File: config.mk
export PLATFORM = sky130hd
export DESIGN_NAME = keypad_scanner
export DESIGN_NICKNAME = d
export VERILOG_FILES = /design/src/rtl/keypad_pkg.sv /design/src/rtl/keypad_sync.sv /design/src/rtl/keypad_scanner.sv
export SDC_FILE = /design/constraint.sdc
export NUM_CORES = 1
export LEC_CHECK = 0
export ABC_AREA = 0
export BUFFER_PORTS_ARGS = -buffer_cell sky130_fd_sc_hd__buf_2
export CORE_AREA = 8 8 85 57
export DETAILED_ROUTE_END_ITERATION = 8
export DIE_AREA = 0 0 93 65
export GPL_ROUTABILITY_DRIVEN = 0
export PLACE_DENSITY_LB_ADDON = 0.08
export REMOVE_ABC_BUFFERS = 1
export SLEW_MARGIN = 40
export SYNTH_ARGS = -nofsm -noshare
export SYNTH_HDL_FRONTEND = slang
export SYNTH_SLANG_ARGS = --single-unit
File: constraint.sdc
create_clock -name clk -period 2.4 [get_ports clk]
set_input_delay 0.24 -clock clk [delete_from_list [all_inputs] [get_ports clk]]
set_output_delay 0.24 -clock clk [all_outputs]
set_load 0.01 [all_outputs]
File: src/rtl/keypad_pkg.sv
// Shared types for the 4x4 vending keypad scanner: FSM states, key codes and
// the row-priority helper.
package keypad_pkg;

  typedef enum logic [1:0] {
    SCAN,
    DEBOUNCE,
    HELD,
    RELEASE
  } state_t;

  typedef logic [3:0] key_code_t;

  localparam key_code_t KEY_CHIPS     = 4'h0;
  localparam key_code_t KEY_COKE      = 4'h1;
  localparam key_code_t KEY_COOKIE    = 4'h2;
  localparam key_code_t KEY_ICE_CREAM = 4'h3;
  localparam key_code_t KEY_COFFEE    = 4'h4;
  localparam key_code_t KEY_INC       = 4'h5;
  localparam key_code_t KEY_DONE      = 4'h6;
  localparam key_code_t KEY_CONFIRM   = 4'h7;
  localparam key_code_t KEY_COIN2     = 4'h8;
  localparam key_code_t KEY_COIN5     = 4'h9;
  localparam key_code_t KEY_COIN10    = 4'hA;
  localparam key_code_t KEY_TAKE      = 4'hB;
  localparam key_code_t KEY_START     = 4'hF;

  // Lowest-index active-low row wins when several rows are down.
  function automatic logic [1:0] low_row(input logic [3:0] rows);
    if (!rows[0])      return 2'd0;
    else if (!rows[1]) return 2'd1;
    else if (!rows[2]) return 2'd2;
    else               return 2'd3;
  endfunction

endpackage

File: src/rtl/keypad_sync.sv
// Two-flop synchroniser for the asynchronous row pins; idles high to match
// the external pull-ups so reset never looks like a key.
module keypad_sync #(
  parameter int W = 4
) (
  input  logic         clk,
  input  logic         reset,
  input  logic [W-1:0] d,
  output logic [W-1:0] q
);

  logic [W-1:0] meta;

  always_ff @(posedge clk) begin
    if (reset) begin
      meta <= '1;
      q    <= '1;
    end else begin
      meta <= d;
      q    <= meta;
    end
  end

endmodule

File: src/rtl/keypad_scanner.sv
// 4x4 keypad column scanner with debounced press/release and one-cycle key
// pulses. Define KEYPAD_REPEAT_EN to build the held-key auto-repeat.
module keypad_scanner
  import keypad_pkg::*;
#(
  parameter int SCAN_DIV     = 16,
  parameter int DEBOUNCE_CNT = 1000,
  parameter int REPEAT_DELAY = 50000,
  parameter int REPEAT_RATE  = 10000
) (
  input  logic      clk,
  input  logic      reset,
  output logic [3:0] c,
  input  logic [3:0] r,
  output logic      key_valid,
  output key_code_t key_code,
  output logic      key_held
);

  localparam int DW = $clog2(SCAN_DIV + 1);
  localparam int BW = $clog2(DEBOUNCE_CNT + 1);
  localparam logic [DW-1:0] DWELL_LAST = DW'(SCAN_DIV - 1);
  localparam logic [BW-1:0] DB_LAST    = BW'(DEBOUNCE_CNT - 1);

  state_t       state, state_n;
  logic [1:0]   col, col_n, row, row_n;
  logic [DW-1:0] dwell, dwell_n;
  logic [BW-1:0] db, db_n;
  logic [3:0]   pat, pat_n, r_s;
  key_code_t    code_n;
  logic         valid_n, held_n;

`ifdef KEYPAD_REPEAT_EN
  localparam int RMAX = (REPEAT_DELAY > REPEAT_RATE) ? REPEAT_DELAY : REPEAT_RATE;
  localparam int RW   = $clog2(RMAX + 1);
  localparam logic [RW-1:0] DELAY_LAST = RW'(REPEAT_DELAY - 1);
  localparam logic [RW-1:0] RATE_LAST  = RW'(REPEAT_RATE - 1);
  logic [RW-1:0] rep, rep_n;
  logic          first_rep, first_rep_n;
`endif

  keypad_sync #(.W(4)) u_sync (
    .clk  (clk),
    .reset(reset),
    .d    (r),
    .q    (r_s)
  );

  assign c = ~(4'b0001 << col);

  always_comb begin
    state_n = state;
    col_n   = col;
    row_n   = row;
    dwell_n = dwell;
    db_n    = db;
    pat_n   = pat;
    code_n  = key_code;
    valid_n = 1'b0;
    held_n  = key_held;
`ifdef KEYPAD_REPEAT_EN
    rep_n       = rep;
    first_rep_n = first_rep;
`endif
    case (state)
      SCAN: begin
        if (dwell != DWELL_LAST) begin
          dwell_n = dwell + 1'b1;
        end else if (r_s == 4'hF) begin
          col_n   = col + 2'd1;
          dwell_n = '0;
        end else begin
          pat_n   = r_s;
          row_n   = low_row(r_s);
          db_n    = '0;
          state_n = DEBOUNCE;
        end
      end
      DEBOUNCE: begin
        if (r_s != pat) begin
          col_n   = col + 2'd1;
          dwell_n = '0;
          state_n = SCAN;
        end else if (db == DB_LAST) begin
          code_n  = {col, row};
          valid_n = 1'b1;
          held_n  = 1'b1;
          state_n = HELD;
`ifdef KEYPAD_REPEAT_EN
          rep_n       = '0;
          first_rep_n = 1'b1;
`endif
        end else begin
          db_n = db + 1'b1;
        end
      end
      HELD: begin
        // Column stays frozen here, so keys in other columns are invisible.
        if (r_s == 4'hF) begin
          db_n    = '0;
          state_n = RELEASE;
        end
`ifdef KEYPAD_REPEAT_EN
        else if (rep == (first_rep ? DELAY_LAST : RATE_LAST)) begin
          valid_n     = 1'b1;
          rep_n       = '0;
          first_rep_n = 1'b0;
        end else begin
          rep_n = rep + 1'b1;
        end
`endif
      end
      RELEASE: begin
        if (r_s != 4'hF) begin
          db_n = '0;
        end else if (db == DB_LAST) begin
          held_n  = 1'b0;
          col_n   = col + 2'd1;
          dwell_n = '0;
          state_n = SCAN;
        end else begin
          db_n = db + 1'b1;
        end
      end
      default: state_n = SCAN;
    endcase
  end

  always_ff @(posedge clk) begin
    if (reset) begin
      state     <= SCAN;
      col       <= 2'd0;
      row       <= 2'd0;
      dwell     <= '0;
      db        <= '0;
      pat       <= 4'hF;
      key_code  <= 4'h0;
      key_valid <= 1'b0;
      key_held  <= 1'b0;
`ifdef KEYPAD_REPEAT_EN
      rep       <= '0;
      first_rep <= 1'b1;
`endif
    end else begin
      state     <= state_n;
      col       <= col_n;
      row       <= row_n;
      dwell     <= dwell_n;
      db        <= db_n;
      pat       <= pat_n;
      key_code  <= code_n;
      key_valid <= valid_n;
      key_held  <= held_n;
`ifdef KEYPAD_REPEAT_EN
      rep       <= rep_n;
      first_rep <= first_rep_n;
`endif
    end
  end

endmodule

==> results.py, run 1 <==
metrics = {
    "sta": {
        "rsz0062_at_grt": "no",
        "tightest_slew_ns": 0.642,
        "slew_headroom_pct": 56.9,
        "fin_worst_skew_ns": 0.00557,
        "finalCritPeriodShare_pct": 92.1,
        "clock.fmax_mhz": 452,
        "fin_tns_setup_ns": 0,
        "drv_slew": 0,
        "hold_viol": 0,
        "setup_viol": 0,
        "period_needed_ns": 2.21,
    },
    "route": {
        "drc": 0,
        "viasPerCell": 5.70,
        "firstDrtPassIters": 4,
        "finalWirelength_mm": 4.03,
        "wl_per_cell_um": 14.6,
        "num_vias": 1573,
        "drt-initial-drc-count": 110,
        "ant_nets": 0,
    },
    "floorplan": {
        "die_area_um2": 6050,
        "row_count": 17,
        "die_height_um": 65,
        "core-area_um2": 3530,
        "io_pins": 16,
        "start_util_pct": 53.0,
        "die_w_um": 93,
    },
    "status": {
        "outcome": "finished clean",
    },
    "final_layout": {
        "num_antenna_cells": 0,
        "areaGrowthSynthToFinish_pct": 11.4,
        "multiInputGateArea_um2": 1010,
        "nets": 240,
        "layout-drive-gt1-share_pct": 20.5,
        "seq_area_um2": 781,
        "fill_cells": 343,
    },
    "synth": {
        "ys_seq_area_share_pct": 41.7,
        "mappedNetlistArea_um2": 1870,
        "yosysUniqueCellTypes": 47,
        "yosys_most_used_dff": "dfxtp_1",
        "async_flop_share_pct": 0,
        "ys_seq_elements": 39,
        "syn-instance-count": 210,
        "yosysWarnings": 0,
        "synth-edff-count": 0,
        "syn_area_per_cell_um2": 8.92,
    },
    "clocking": {
        "clkTransAtPathRegs_ns": 0.07,
        "cts_buffer_depth": 2,
        "cts.root.buffer_cell": "clkbuf_8",
        "cts_resized": 0,
        "clk_latency_ns": 0.28,
        "cts_buffers": 5,
        "clock_sinks": 39,
        "htreeDepth": 2,
        "holdBufCountCts": 0,
        "cts_tree": "built",
        "post_cts_buffers": 0,
    },
    "power_and_ir_drop": {
        "worst_ir_drop_vdd_mv": 0.431,
        "p_per_area_nw_per_um2": 551,
        "power_mw": 1.15,
        "p_leak_nw": 0.796,
    },
    "global_routing": {
        "met3_usage_pct": 4.14,
        "grt-busiest-layer": "met2",
        "overflow": 0,
        "grt_pass1_wl_mm": 6.57,
        "grt.total_usage_pct": 13.3,
        "antenna_found_initial": 0,
        "grt_pass1_vias": 1406,
        "grt_util_met1_pct": 17.4,
        "gr-usage-met2_pct": 20.8,
        "grt_max_degree": 35,
    },
    "setup_path": {
        "reg2reg_depth": 6,
        "cp-start-kind": "flop",
        "crit_arrival_ns": 2.38,
        "required_ns": 2.57,
        "crit_path_max_fanout": 7,
        "critical_path_class": "flop to flop",
        "end_kind": "flop",
    },
    "placement": {
        "dpl.hpwl_mm": 3.03,
        "portBuffers": 15,
    },
    "min_path": {
        "worstHoldPathCells": 2,
        "hp-class": "primary input to flop",
    },
    "job": {
        "max_cap_viol_count": 0,
    },
}
[layer usage]
layer	vias to the layer above	wire length, µm
met5	-	0
met4	0	14
met3	2	249
met2	41	1740
met1	736	2030
li1	794	-
[cell usage in the layout, fill, tap and decap left out, types with 2 or more instances in the layout]
cell type / instances
and4_1: 2
buf_2: 15
or3_1: 3
a31oi_1: 6
nand4_1: 4
ha_1: 6
mux2i_1: 5
inv_1: 10
and3_1: 2
nor2_1: 17
dfxtp_1: 39
nand3b_1: 5
or4_1: 3
clkbuf_8: 5
o21ai_1: 6
nand2_1: 16
nand3_1: 15
nor3_1: 3
nor4_2: 2
a21oi_1: 17
or2_2: 8
and4_4: 2
o21ai_0: 3
clkinv_2: 3
o31ai_1: 3
buf_4: 5
xor2_1: 4
[cells in the mapped netlist (2+ instances only)]
cell type / number / area share (%)
a31oi_1: 6 / 2.0
or4_1: 3 / 1.2
and4_4: 2 / 1.2
o31ai_1: 3 / 1.2
mux2i_1: 5 / 2.7
xor2_1: 4 / 1.9
nand2_1: 16 / 3.2
inv_1: 10 / 2.0
nand4_1: 4 / 1.3
a21oi_1: 17 / 4.5
or3_1: 3 / 1.0
and3_1: 2 / 0.67
dfxtp_1: 39 / 42
and4_1: 2 / 0.94
or2_2: 8 / 2.7
ha_1: 6 / 4.0
o21ai_1: 6 / 1.6
o21ai_0: 3 / 0.80
nor3_1: 3 / 0.80
nor2_1: 17 / 3.4
nand3b_1: 5 / 2.0
nand3_1: 15 / 4.0
nor4_2: 2 / 1.3
clkbuf_1: 6 / 1.2
[where the power goes]
part	internal [mW]	switching [mW]	leakage (nW)
logic	0.0264	0.0358	0.431
registers	0.659	0.0107	0.317
clock network	0.199	0.219	0.0477
total	0.884	0.265	0.796
[path summary, 6_finish.rpt]
kind                    endpoint  slack [ns]            from
hold reg to reg      u_sync.q[2]        0.41  u_sync.meta[2]
setup / recovery          col[0]        0.19           db[0]
setup reg to reg          col[0]        0.19           db[0]
hold / removal    u_sync.meta[3]        0.14            r[3]
[registers in the layout, indices dropped and copies added (netlist names), named ones only]
register / flops
pat: 4
u_sync.q: 4
u_sync.meta: 4
row: 2
state: 1
db: 10
key_held: 1
key_code: 4
key_valid: 1
col: 2
dwell: 5
[worst max-delay path, stage by stage, from the launching register on]
cell	delay, ns
dfxtp_1	0.41
ha_1	0.20
and4bb_1	0.23
or4b_4	0.51
o31a_4	0.34
nand2_1	0.10
mux2_1	0.32
[cell type report]
class	count	area share, %
Clock inverter	3	0.720
Multi-Input combinational cell	152	48.5
Sequential cell	39	37.4
Tap cell	47	2.82
Timing Repair Buffer	20	5.40
Clock buffer	5	3.30
Inverter	10	1.80
[cells by family after synthesis]
logic type,count (synthesis),synth area share (%)
AOI/OAI and AO/OA,44,15.6
buffers and inverters,19,4.27
DFF,39,41.7
and+or+nand+nor,92,29.3
muxes,6,3.27
adders and majority gates,6,4.01
xor gates and xnor gates,4,1.87
[through the flow]
stage / hold slack, ns / cell area [µm²] / util, % / std cells / worst slack (ns)
3_5_place_dp: 0.398 / 2000 / 56.7 / 268 / 0.220
6_report: 0.139 / 2090 / 59.1 / 276 / 0.190
2_1_floorplan: 0.309 / 1830 / - / 201 / 0.250
3_3_place_gp: 0.392 / 2000 / 56.7 / 268 / 0.298
5_1_grt: 0.124 / 2090 / 59.1 / 276 / 0.112
4_1_cts: 0.129 / 2090 / 59.1 / 276 / 0.200
Note: power is estimated with default switching activity, not from simulation.
==> run 2: changes to the inputs <==
--- a/config.mk
+++ b/config.mk
@@ -7,9 +7,9 @@
 export LEC_CHECK = 0
 export ABC_AREA = 0
 export BUFFER_PORTS_ARGS = -buffer_cell sky130_fd_sc_hd__buf_2
-export CORE_AREA = 8 8 85 57
+export CORE_AREA = 8 8 92 53
 export DETAILED_ROUTE_END_ITERATION = 8
-export DIE_AREA = 0 0 93 65
+export DIE_AREA = 0 0 100 61
 export GPL_ROUTABILITY_DRIVEN = 0
 export PLACE_DENSITY_LB_ADDON = 0.08
 export REMOVE_ABC_BUFFERS = 1
==> run 2 against run 1 <==
  * Setup slack worse by 0.0037 ns
  * Clock skew up 0.0011 ns
  * Worst hold slack worse by 0.0011 ns
  * Wire length up 0.82%
  * Highest routed layer unchanged
  * Sequential power about the same
  * Core utilization down 1.1 points
  * Global-route usage up 0.99 points
==> results.py, run 2 (synthesized netlist as in run 1, its figures left out) <==
metrics = {
    "status": {
        "outcome": "finished clean",
    },
    "sta": {
        "hold_viol": 0,
        "rsz0062_at_grt": "no",
        "fin_worst_skew_ns": 0.00669,
        "period_needed_ns": 2.21,
        "fin_tns_setup_ns": 0,
        "whs_ns": 0.138,
        "finalCritPeriodShare_pct": 92.2,
        "tightest_slew_ns": 0.623,
        "drv_slew": 0,
        "setup_viol": 0,
        "slew_headroom_pct": 58.1,
        "clock.fmax_mhz": 452,
    },
    "route": {
        "firstDrtPassIters": 4,
        "num_vias": 1582,
        "finalWirelength_mm": 4.07,
        "drt-initial-drc-count": 79,
        "viasPerCell": 5.61,
        "wl_per_cell_um": 14.4,
        "drc": 0,
        "ant_nets": 0,
    },
    "clocking": {
        "post_cts_buffers": 0,
        "cts_tree": "built",
        "clkTransAtPathRegs_ns": 0.07,
        "cts_resized": 0,
        "holdBufCountCts": 0,
        "htreeDepth": 2,
        "clk_latency_ns": 0.28,
        "cts.root.buffer_cell": "clkbuf_8",
        "cts_buffers": 5,
        "cts_buffer_depth": 2,
        "clock_sinks": 39,
    },
    "final_layout": {
        "multiInputGateArea_um2": 1010,
        "post_layout_nonfiller_instances": 282,
        "largest_reg_flops": 10,
        "layout-drive-gt1-share_pct": 19.7,
        "num_antenna_cells": 0,
        "reg_top3": "db x10, dwell x5",
        "final_cell_mix": "dfxtp_1, nor2_1, a21oi_1",
        "seq_area_um2": 781,
        "nets": 240,
        "fill_cells": 350,
        "post-route-util_pct": 58.0,
        "areaGrowthSynthToFinish_pct": 12.8,
        "regMostFlops": "db",
        "final_common_cell": "dfxtp_1",
    },
    "min_path": {
        "hp-start": "r[2]",
        "hp-class": "primary input to flop",
    },
    "setup_path": {
        "crit_arrival_ns": 2.39,
        "path_cells": "ha_1 -> and4bb_1 -> or4b_4 -> o31a_4 -> nand2_1 -> mux2_1",
        "critical_path_class": "flop to flop",
        "crit_path_max_fanout": 7,
        "rrSetupSlack_ns": 0.19,
        "cp-startpoint": "db[0]",
        "cp-start-kind": "flop",
        "max_stage_delay_ns": 0.51,
        "required_ns": 2.57,
        "end_kind": "flop",
        "slowest_stage": "or4b_4",
        "reg2reg_from": "db[0]",
    },
    "power_and_ir_drop": {
        "p_leak_nw": 0.798,
        "worst_ir_drop_vdd_mv": 0.296,
        "power_mw": 1.25,
        "p_per_area_nw_per_um2": 589,
    },
    "placement": {
        "dpl.hpwl_mm": 3.02,
        "placed_cells": 275,
        "portBuffers": 15,
    },
    "floorplan": {
        "io_pins": 16,
        "row_count": 16,
        "start_util_pct": 51.4,
        "die_height_um": 61,
        "die_area_um2": 6100,
        "core-area_um2": 3640,
        "die_w_um": 100,
    },
    "global_routing": {
        "grt.total_usage_pct": 14.3,
        "grt_max_degree": 35,
        "grt_pass1_vias": 1496,
        "overflow": 0,
        "grt_pass1_wl_mm": 6.91,
        "antenna_found_initial": 0,
    },
    "job": {
        "max_cap_viol_count": 0,
    },
}
[run 2: changes by cell type in the layout (fill, tap and decap cells not counted), sizes merged]
cell / before / now
clkinv: 3 / 0
bufinv: 0 / 1
clkbuf: 5 / 6
[run 2: power breakdown]
group | internal [mW] | switching [mW]
Combinational | 0.0263 | 0.0349
Sequential | 0.659 | 0.0110
Clock | 0.305 | 0.210
[run 2: layout make-up]
type,count,area share (%)
clock buffers,6,3.43
inverters,10,1.78
flip-flops and latches,39,36.9
repair buffers,20,5.33
clock inverters,1,1.42
well taps,54,3.20
multi-input cells,152,47.9
[run 2: per-layer routing]
layer / wire, µm / track usage [%] / up-vias
li1: - / - / 794
met1: 2150 / 18.7 / 738
met2: 1660 / 21.8 / 48
met3: 226 / 4.12 / 2
met4: 27 / 5.53 / 0
met5: 0 / 0 / -
[run 2: through the flow]
step	worst slack (ns)	instance area, µm²
4_1_cts	0.188	2110
2_1_floorplan	0.250	1830
3_3_place_gp	0.294	2010
3_5_place_dp	0.204	2010
6_report	0.186	2110
5_1_grt	0.0520	2110
[run 2: critical path: cells and delay by family (launching register included)]
| family | cells | cell delay [ns] |
|---|---|---|
| compound gates | 1 | 0.33 |
| fa+ha+maj | 1 | 0.19 |
| mux | 1 | 0.32 |
| simple gates | 3 | 0.84 |
| flops | 1 | 0.41 |
[run 2: path summary, 6_finish.rpt]
path	to	cells past startpoint
hold / removal	u_sync.meta[2]	2
setup reg to reg	col[0]	6
setup / recovery	col[0]	6
hold reg to reg	u_sync.q[3]	1
==> run 3: changes to the inputs <==
--- a/config.mk
+++ b/config.mk
@@ -7,9 +7,9 @@
 export LEC_CHECK = 0
 export ABC_AREA = 0
 export BUFFER_PORTS_ARGS = -buffer_cell sky130_fd_sc_hd__buf_2
-export CORE_AREA = 8 8 92 53
+export CORE_AREA = 8 8 90 52
 export DETAILED_ROUTE_END_ITERATION = 8
-export DIE_AREA = 0 0 100 61
+export DIE_AREA = 0 0 98 60
 export GPL_ROUTABILITY_DRIVEN = 0
 export PLACE_DENSITY_LB_ADDON = 0.08
 export REMOVE_ABC_BUFFERS = 1
==> run 3 against run 2 <==
  * Worst hold slack worse by 0.0080 ns
  * Clock-buffer cell count unchanged
  * Final cell count down 2.8%
  * Critical path depth unchanged
  * Clock skew down 0.0015 ns
  * Global-route usage up 0.70 points
  * Clock power down 16%
  * Maximum frequency up 1.5%
  * Via count down 1.5%
==> results.py, run 3 (synthesized netlist as in run 1, its figures left out) <==
metrics = {
    "status": {
        "outcome": "finished clean",
    },
    "final_layout": {
        "nets": 240,
        "multiInputGateArea_um2": 1010,
        "regMostFlops": "db",
        "fill_cells": 328,
        "areaGrowthSynthToFinish_pct": 11.3,
        "seq_area_um2": 781,
        "final_common_cell": "dfxtp_1",
        "largest_reg_flops": 10,
        "layout-drive-gt1-share_pct": 20.1,
        "post_layout_nonfiller_instances": 274,
        "final_cell_mix": "dfxtp_1, nor2_1, a21oi_1",
        "num_antenna_cells": 0,
        "reg_top3": "db x10, dwell x5",
        "post-route-util_pct": 58.8,
    },
    "route": {
        "num_vias": 1559,
        "finalWirelength_mm": 4.11,
        "firstDrtPassIters": 4,
        "ant_nets": 0,
        "viasPerCell": 5.69,
        "drc": 0,
        "drt-initial-drc-count": 126,
        "wl_per_cell_um": 15.0,
    },
    "global_routing": {
        "grt_pass1_wl_mm": 6.88,
        "grt_max_degree": 35,
        "grt_pass1_vias": 1400,
        "grt.total_usage_pct": 15.0,
        "antenna_found_initial": 0,
        "overflow": 0,
    },
    "sta": {
        "period_needed_ns": 2.18,
        "slew_headroom_pct": 54.9,
        "rsz0062_at_grt": "no",
        "hold_viol": 0,
        "whs_ns": 0.130,
        "finalCritPeriodShare_pct": 90.9,
        "fin_tns_setup_ns": 0,
        "fin_worst_skew_ns": 0.00523,
        "clock.fmax_mhz": 459,
        "fin_ws_ns": 0.220,
        "setup_viol": 0,
        "tightest_slew_ns": 0.670,
        "drv_slew": 0,
    },
    "min_path": {
        "hold_end": "u_sync.meta[1]",
        "worstHoldPathCells": 2,
        "hp-start": "r[1]",
        "hp-class": "primary input to flop",
    },
    "floorplan": {
        "die_height_um": 60,
        "io_pins": 16,
        "start_util_pct": 52.9,
        "die_w_um": 98,
        "core-area_um2": 3540,
        "row_count": 16,
        "die_area_um2": 5880,
    },
    "clocking": {
        "clk_latency_ns": 0.29,
        "cts_tree": "built",
        "cts_buffers": 5,
        "clkTransAtPathRegs_ns": 0.08,
        "cts_buffer_depth": 2,
        "post_cts_buffers": 0,
        "clock_sinks": 39,
        "holdBufCountCts": 0,
        "cts.root.buffer_cell": "clkbuf_8",
        "cts_resized": 0,
        "htreeDepth": 2,
    },
    "power_and_ir_drop": {
        "intPower_mw": 0.888,
        "swShare_pct": 23.6,
        "switchingPower_mw": 0.275,
        "worst_ir_drop_vdd_mv": 0.287,
        "p_per_area_nw_per_um2": 558,
        "sequentialPowerShare_pct": 57.6,
        "combPwrFrac_pct": 5.3,
        "p_clk_share_pct": 37.2,
        "p_leak_nw": 0.788,
    },
    "setup_path": {
        "crit_path_max_fanout": 7,
        "cp-start-kind": "flop",
        "reg2reg_from": "db[0]",
        "r2r-end": "col[0]",
        "reg2reg_depth": 6,
        "required_ns": 2.58,
        "crit_arrival_ns": 2.36,
        "end_kind": "flop",
        "rrSetupSlack_ns": 0.22,
        "critical_path_class": "flop to flop",
    },
    "job": {
        "max_cap_viol_count": 0,
    },
    "placement": {
        "dpl.hpwl_mm": 3.01,
        "dp_slack_ns": 0.240,
        "placed_cells": 266,
        "portBuffers": 15,
    },
}
## run 3: how the worst max path moves through the flow
stage	startpoint	depth (start not counted)	endpoint	slack, ns
final	db[0]	6	col[0]	0.22
after global routing	dwell[0]	6	db[7]	0.09
after CTS	db[0]	6	col[0]	0.23
after detailed placement	db[0]	6	col[0]	0.24
after global placement	db[0]	6	col[0]	0.29
after floorplan	db[0]	6	col[0]	0.25
## run 3: area by class of cell
class,count,area share [%]
tap,45,2.70
clock inverter,2,0.600
sequential,39,37.5
clock buffer,6,3.48
inverter,10,1.80
multi-input combinational,152,48.6
timing repair buffer,20,5.40
## run 3: worst max-delay path, cell delays in order, from the launching register on
cell,delay [ns]
dfxtp_1,0.40
ha_1,0.19
and4bb_1,0.22
or4b_4,0.51
o31a_4,0.33
nand2_1,0.10
mux2_1,0.32
## run 3: layer usage
metal  up-vias  wire (µm)  track usage, %
li1        795          -               -
met4         0         57            7.68
met1       730       2150            20.2
met3         4        234            5.34
met5         -          0               0
met2        30       1670            20.3
## run 3: power by group through the flow
stage	Combinational [mW]	Clock [mW]	Sequential, mW
global route	0.0686	0.476	0.671
CTS	0.0610	0.446	0.669
global placement	0.0589	0	0.684
finish	0.0611	0.432	0.669
detailed placement	0.0606	0	0.684
floorplan	0.0397	0	0.682
## run 3: through the flow
step | total power, mW | area (µm²)
CTS | 1.18 | 2080
floorplan | 0.722 | 1830
global route | 1.22 | 2080
detailed placement | 0.745 | 2000
finish | 1.16 | 2080
global placement | 0.743 | 2000
